<file path="config.mk">
export PLATFORM = sky130hd
export DESIGN_NAME = lsu_mem_master
export DESIGN_NICKNAME = d
export VERILOG_FILES = /design/src/rtl/lsu_mem_master.sv
export SDC_FILE = /design/constraint.sdc
export NUM_CORES = 1
export LEC_CHECK = 0
export ABC_AREA = 1
export BUFFER_PORTS_ARGS = -buffer_cell sky130_fd_sc_hd__buf_2
export CORE_ASPECT_RATIO = 0.9
export CORE_MARGIN = 2
export CORE_UTILIZATION = 40
export CTS_CLUSTER_SIZE = 8
export DETAILED_ROUTE_END_ITERATION = 12
export GPL_TIMING_DRIVEN = 0
export PLACE_DENSITY = 0.58
export REMOVE_ABC_BUFFERS = 1
export SETUP_SLACK_MARGIN = 0.3
export SKIP_LAST_GASP = 1
export SYNTH_ARGS = -nofsm -noshare
export SYNTH_HDL_FRONTEND = slang
export SYNTH_SLANG_ARGS = --single-unit
</file>
<file path="constraint.sdc">
create_clock -name clk -period 1.85 [get_ports clk]
set_clock_uncertainty 0.05 [all_clocks]
set_input_delay 0.2775 -clock clk [delete_from_list [all_inputs] [get_ports clk]]
set_output_delay 0.2775 -clock clk [all_outputs]
set_load 0.01 [all_outputs]
</file>
<file path="src/rtl/lsu_mem_master.sv">
// -----------------------------------------------------------------------------
// lsu_mem_master
//
// Load/store initiator for a single-port, word-wide RAM that has a
// registered read (data appears the cycle after mem_read is sampled).
// It takes byte-addressed byte/half/word requests from the core and turns
// them into word accesses. A request that crosses a word boundary is split
// into two accesses. Load data comes back sign- or zero-extended.
//
// Handshake: a request transfers on a rising edge where req_valid and
// req_ready are both 1. req_ready is 1 only in IDLE. Once a request is
// accepted, the block is busy until its single-cycle rsp_valid pulse.
// req_ready rises in that same cycle, so a new request can transfer there.
// req_valid raised while req_ready is 0 is ignored, and nothing is latched.
//
// Ports:
//   clk, rst_n     rising-edge clock, asynchronous active-low reset
//   req_*          request: valid/ready, we (1=store), size (00 byte,
//                  01 half, 1x word), unsigned (zero-extend loads),
//                  byte address, right-justified store data
//   rsp_valid      one-cycle completion pulse for loads and stores
//   rsp_rdata      extended load data. Set to 0 by store responses and
//                  held between responses.
//   mem_addr       RAM word address
//   mem_read       RAM read enable
//   mem_write      RAM byte-lane write strobes (bit i -> bits 8i+7:8i)
//   mem_wdata      RAM write data, already shifted into lanes
//   mem_rdata      RAM read data, valid the cycle after mem_read
//
// FSM: IDLE -> A1 (first access on the bus)
//           -> A2 (second access, split requests only)
//           -> LW (load only: final read word arriving) -> IDLE
// All outputs are registered.
// -----------------------------------------------------------------------------
module lsu_mem_master #(
    parameter int WORD_AW = 16
) (
    input  logic               clk,
    input  logic               rst_n,
    input  logic               req_valid,
    output logic               req_ready,
    input  logic               req_we,
    input  logic [1:0]         req_size,
    input  logic               req_unsigned,
    input  logic [WORD_AW+1:0] req_addr,
    input  logic [31:0]        req_wdata,
    output logic               rsp_valid,
    output logic [31:0]        rsp_rdata,
    output logic [WORD_AW-1:0] mem_addr,
    output logic               mem_read,
    output logic [3:0]         mem_write,
    output logic [31:0]        mem_wdata,
    input  logic [31:0]        mem_rdata
);

    typedef enum logic [1:0] {
        IDLE = 2'd0,
        A1   = 2'd1,
        A2   = 2'd2,
        LW   = 2'd3
    } state_t;

    state_t state, state_nxt;

    // Request fields latched at accept time.
    logic        lat_we,       lat_we_nxt;
    logic        lat_unsigned, lat_unsigned_nxt;
    logic [1:0]  lat_size,     lat_size_nxt;
    logic [1:0]  lat_off,      lat_off_nxt;
    logic        lat_split,    lat_split_nxt;
    logic [3:0]  lat_strb2,    lat_strb2_nxt;
    logic [31:0] lat_wdata2,   lat_wdata2_nxt;
    logic [31:0] lo_word,      lo_word_nxt;

    // Next values of the registered outputs.
    logic               req_ready_nxt;
    logic               rsp_valid_nxt;
    logic [31:0]        rsp_rdata_nxt;
    logic [WORD_AW-1:0] mem_addr_nxt;
    logic               mem_read_nxt;
    logic [3:0]         mem_write_nxt;
    logic [31:0]        mem_wdata_nxt;

    // ---------------------------------------------------------------------
    // Request decode. The strobe and the data are shifted once, into double
    // width. The low half is access 1 (word A). The high half is whatever
    // spills into word A+1, so it is access 2 of a split store.
    // ---------------------------------------------------------------------
    logic [2:0]  req_n;
    logic [3:0]  req_mask;
    logic [7:0]  req_strb;
    logic [63:0] req_data;
    logic        req_split;

    always_comb begin
        case (req_size)
            2'b00: begin
                req_n    = 3'd1;
                req_mask = 4'b0001;
            end
            2'b01: begin
                req_n    = 3'd2;
                req_mask = 4'b0011;
            end
            default: begin
                req_n    = 3'd4;
                req_mask = 4'b1111;
            end
        endcase
        req_strb  = {4'b0000, req_mask} << req_addr[1:0];
        req_data  = {32'd0, req_wdata} << {req_addr[1:0], 3'b000};
        req_split = (({1'b0, req_addr[1:0]} + req_n) > 3'd4);
    end

    // ---------------------------------------------------------------------
    // Load assembly. It is only used in LW, where mem_rdata is the final
    // word. For a split load that word is the upper word, and the lower one
    // was captured in A2. A non-split load uses a zero upper word.
    // ---------------------------------------------------------------------
    logic [31:0] asm_hi;
    logic [31:0] asm_lo;
    logic [31:0] asm_shift;
    logic [31:0] asm_word;

    always_comb begin
        asm_hi    = lat_split ? mem_rdata : 32'd0;
        asm_lo    = lat_split ? lo_word   : mem_rdata;
        asm_shift = 32'({asm_hi, asm_lo} >> {lat_off, 3'b000});
        case (lat_size)
            2'b00:   asm_word = {{24{asm_shift[7]  & ~lat_unsigned}}, asm_shift[7:0]};
            2'b01:   asm_word = {{16{asm_shift[15] & ~lat_unsigned}}, asm_shift[15:0]};
            default: asm_word = asm_shift;
        endcase
    end

    // ---------------------------------------------------------------------
    // Next-state and next-output logic.
    // ---------------------------------------------------------------------
    always_comb begin
        state_nxt        = state;
        lat_we_nxt       = lat_we;
        lat_unsigned_nxt = lat_unsigned;
        lat_size_nxt     = lat_size;
        lat_off_nxt      = lat_off;
        lat_split_nxt    = lat_split;
        lat_strb2_nxt    = lat_strb2;
        lat_wdata2_nxt   = lat_wdata2;
        lo_word_nxt      = lo_word;
        req_ready_nxt    = req_ready;
        rsp_valid_nxt    = 1'b0;
        rsp_rdata_nxt    = rsp_rdata;
        mem_addr_nxt     = mem_addr;
        mem_wdata_nxt    = mem_wdata;
        // The bus is idle unless an access is issued below.
        mem_read_nxt     = 1'b0;
        mem_write_nxt    = 4'b0000;

        case (state)
            IDLE: begin
                if (req_valid && req_ready) begin
                    lat_we_nxt       = req_we;
                    lat_unsigned_nxt = req_unsigned;
                    lat_size_nxt     = req_size;
                    lat_off_nxt      = req_addr[1:0];
                    lat_split_nxt    = req_split;
                    lat_strb2_nxt    = req_strb[7:4];
                    lat_wdata2_nxt   = req_data[63:32];
                    mem_addr_nxt     = req_addr[WORD_AW+1:2];
                    mem_read_nxt     = ~req_we;
                    mem_write_nxt    = req_we ? req_strb[3:0] : 4'b0000;
                    if (req_we) begin
                        mem_wdata_nxt = req_data[31:0];
                    end
                    req_ready_nxt    = 1'b0;
                    state_nxt        = A1;
                end
            end

            A1: begin
                if (lat_split) begin
                    // The increment wraps at the top of memory, back to word 0.
                    mem_addr_nxt  = mem_addr + WORD_AW'(1);
                    mem_read_nxt  = ~lat_we;
                    mem_write_nxt = lat_we ? lat_strb2 : 4'b0000;
                    if (lat_we) begin
                        mem_wdata_nxt = lat_wdata2;
                    end
                    state_nxt     = A2;
                end else if (lat_we) begin
                    rsp_valid_nxt = 1'b1;
                    rsp_rdata_nxt = 32'd0;
                    req_ready_nxt = 1'b1;
                    state_nxt     = IDLE;
                end else begin
                    state_nxt     = LW;
                end
            end

            A2: begin
                if (lat_we) begin
                    rsp_valid_nxt = 1'b1;
                    rsp_rdata_nxt = 32'd0;
                    req_ready_nxt = 1'b1;
                    state_nxt     = IDLE;
                end else begin
                    // The read of word A issued in A1 is arriving now.
                    lo_word_nxt   = mem_rdata;
                    state_nxt     = LW;
                end
            end

            LW: begin
                rsp_valid_nxt = 1'b1;
                rsp_rdata_nxt = asm_word;
                req_ready_nxt = 1'b1;
                state_nxt     = IDLE;
            end

            default: begin
                req_ready_nxt = 1'b1;
                state_nxt     = IDLE;
            end
        endcase
    end

    // ---------------------------------------------------------------------
    // State and output registers.
    // ---------------------------------------------------------------------
    always_ff @(posedge clk or negedge rst_n) begin
        if (!rst_n) begin
            state        <= IDLE;
            lat_we       <= 1'b0;
            lat_unsigned <= 1'b0;
            lat_size     <= 2'b00;
            lat_off      <= 2'b00;
            lat_split    <= 1'b0;
            lat_strb2    <= 4'b0000;
            lat_wdata2   <= 32'd0;
            lo_word      <= 32'd0;
            req_ready    <= 1'b1;
            rsp_valid    <= 1'b0;
            rsp_rdata    <= 32'd0;
            mem_addr     <= '0;
            mem_read     <= 1'b0;
            mem_write    <= 4'b0000;
            mem_wdata    <= 32'd0;
        end else begin
            state        <= state_nxt;
            lat_we       <= lat_we_nxt;
            lat_unsigned <= lat_unsigned_nxt;
            lat_size     <= lat_size_nxt;
            lat_off      <= lat_off_nxt;
            lat_split    <= lat_split_nxt;
            lat_strb2    <= lat_strb2_nxt;
            lat_wdata2   <= lat_wdata2_nxt;
            lo_word      <= lo_word_nxt;
            req_ready    <= req_ready_nxt;
            rsp_valid    <= rsp_valid_nxt;
            rsp_rdata    <= rsp_rdata_nxt;
            mem_addr     <= mem_addr_nxt;
            mem_read     <= mem_read_nxt;
            mem_write    <= mem_write_nxt;
            mem_wdata    <= mem_wdata_nxt;
        end
    end

endmodule
</file>
==> flow_summary.yaml <==
run_status:
  status: "complete, but fails checks"
  violations: "setup timing"
floorplanning:
  io-pin-count: 176
  coreArea_um2: 22400
  die_area_um2: 23900
  die_h_um: 147
  rows: 52
  die_w_um: 163
  initial_utilization: 0.405
critical_path:
  rrSetupSlack_ns: -0.21
  cp_max_fo: 8
  worstSetupStartpointType: "register"
  end_kind: "register"
  r2r-end: "rsp_rdata[11]$_DFFE_PN0P_"
  ff2ff_path_depth: 15
  cp_data_arrival_time_ns: 2.33
  r2r_start: "state[1]$_DFFE_PN0P_"
  crit_required_ns: 2.12
  worstSetupPathType: "reg2reg"
synth:
  netlist_instances: 1298
  seq_area_frac_synth: 0.428
  ys_async_sr_fraction: 1.00
  yosys_warnings: 0
  yosys.area.top_type: "dfrtp_1"
  synth_edf_count: 0
  synth_top_area_share: 0.425
  synth_area_um2: 9070
  ys_ff_latch: 155
  synth_ff_type: "dfrtp_1"
  synth_most_common_cell: "nand2_1"
  synthTopCellsByCount: "nand2_1, dfrtp_1, o21ai_0"
  ys_types: 39
  syn-mean-instance-area_um2: 6.99
  yosys-top-cells-area: "dfrtp_1, nand2_1, o21ai_0, nand3_1, a21oi_1"
placement:
  dp_worst_setup_slack_ns: -1.91
  dpl.hpwl_mm: 16.7
  place_area_um2: 10100
  place_inst: 1696
  gp_congestion: 0.854
  port-buffer-count: 175
sta:
  tightest_slew_ns: 0.610
  setup_viol: 71
  hold_slack_ns: 0.00713
  slew_violations: 0
  layout_setup_ws_ns: -0.210
  rsz0062_at_grt: "true"
  period_minus_slack_ns: 2.06
  timing.fmax_mhz: 486
  setup_tns_ns: -9.88
  post-route-period-util: 1.11
  hold_viol: 0
  maxSlewHeadroom: 0.593
drt:
  vias: 9485
  antenna_left: 0
  route.detailed.drc: 0
  routed_wl_mm: 31.4
  viasPerCell: 5.23
  post_drt_wl_per_cell_um: 17.3
  drt_pass1_iterations: 5
  drt_iter0_markers: 605
power:
  swShare: 0.473
  switchingPower_mw: 11.6
  clkPwrFrac: 0.146
  ir_worst_vdd_mv: 0.933
  p_leak_nw: 6.35
  powerDensity_nw_per_um2: 1980
  total_power_mw: 24.5
  internal_power_mw: 12.9
  pwr-share-seq: 0.259
  combPwrFrac: 0.595
finish:
  nFillCells: 2165
  fin_util: 0.553
  multi_input_area_um2: 5120
  fin_nets: 1597
  syn2layout_area_growth_pct: 36.5
  fin_cells: 1813
  final_area_um2: 12400
  regArea_um2: 3890
  drive_gt1_frac: 0.296
cts:
  clkTransAtPathRegs_ns: 0.07
  root_buffer: "clkbuf_16"
  clock-sinks: 155
  cts_tree: "built"
  clk_latency_ns: 0.43
  clock_path_buffers: 2
  cts_buffers: 17
  htreeDepth: 4
hold_path:
  hold_path_depth: 3
  holdCritPathClass: "in2reg"
  min-delay-start: "req_unsigned"
  hold_end: "lat_unsigned$_DFFE_PN0P_"
grt:
  antenna_found_initial: 4
  grt_pass1_vias: 8772
  grt_pass1_wl_mm: 48.5
  grt_util_all_layers: 0.262
  grt_max_degree: 100
  gr-total-overflow: 0
flow_run:
  maxCapViolCount: 0
## layer usage
metal,routed length (µm),GRT usage,up-vias
li1,-,-,4627
met1,14200,0.366,4491
met2,14400,0.411,317
met3,2110,0.0579,46
met4,625,0.0673,4
met5,23,0,-
## logic make-up (layout without fill, tap and decap cells)
logic type	count (synthesis)	after routing	synth area share
flip-flops	155	155	0.428
AO/OA/AOI/OAI	238	238	0.149
AND/OR/NAND/NOR	724	731	0.325
XOR/XNOR	1	1	0.000966
adder cells (fa/ha/maj)	8	8	0.0119
other	0	3	0
buffers and inverters	172	380	0.0854
## power groups by stage
stage	Sequential, mW	Clock (mW)	Combinational (mW)
global route	6.56	3.79	15.9
finish	6.35	3.57	14.6
floorplan	6.71	0	5.63
detailed placement	6.60	0	9.28
CTS	6.17	3.64	12.9
global placement	6.63	0	8.55
## worst max-delay path, stage by stage (launching register included)
cell and delay (ns):
dfrtp_1 0.39, inv_2 0.08, ha_4 0.18, buf_6 0.11
buf_6 0.10, buf_6 0.10, buf_6 0.12, nand2_4 0.06
inv_4 0.04, nor2_4 0.10, buf_6 0.12, buf_6 0.10
clkinvlp_4 0.11, buf_12 0.17, nand2_2 0.05, nand2_1 0.04
## timing repair
item,CTS,global route
pin swaps,18,28
endpoints found under the hold margin,56,0
buffers inserted,54,6
endpoints found under the setup margin,153,153
resized for setup,115,122
gates cloned,16,5
hold buffers,1,0
## flip-flops by register name, indices dropped and copies added, names as in the netlist
signal and cells:
rsp_rdata 32, lat_size 2, mem_read 1, lat_wdata2 24, lat_off 2, lat_we 1
mem_write 4, lat_unsigned 1, mem_wdata 32, lo_word 32, lat_split 1, req_ready 1
lat_strb2 3, state 2, rsp_valid 1, mem_addr 16
## cell type report
cell class              count  area share
clock buffers              17      0.0344
repair buffers            249       0.154
diodes                      3    0.000606
clock inverters            15      0.0136
repair inverters            6     0.00394
multi-input cells         978       0.414
inverters                  93      0.0353
well taps                 297      0.0300
flip-flops and latches    155       0.315
## cells in the final DEF (no fill, tap or decap), types with 22 or more instances in the layout
cell,n
nand2_1,473
buf_2,172
dfrtp_1,150
o21ai_0,88
nand3_1,88
inv_1,77
nor2_1,70
a21oi_1,60
a21oi_2,28
buf_4,28
nand2_2,26
nor2_4,26
clkbuf_16,22
## worst max path at each step
stage,from,to,slack [ns],depth (start not counted)
floorplan,lat_split$_DFFE_PN0P_,mem_wdata[15]$_DFFE_PN0P_,-2.62,5
global placement,lat_split$_DFFE_PN0P_,mem_wdata[24]$_DFFE_PN0P_,-4.42,5
detailed placement,lat_off[1]$_DFFE_PN0P_,rsp_rdata[20]$_DFFE_PN0P_,-1.91,7
CTS,state[0]$_DFFE_PN0P_,mem_wdata[0]$_DFFE_PN0P_,-0.13,11
global route,state[1]$_DFFE_PN0P_,rsp_rdata[12]$_DFFE_PN0P_,-0.30,14
finish,state[1]$_DFFE_PN0P_,rsp_rdata[11]$_DFFE_PN0P_,-0.21,15
Note: power is estimated with default switching activity, not from simulation.
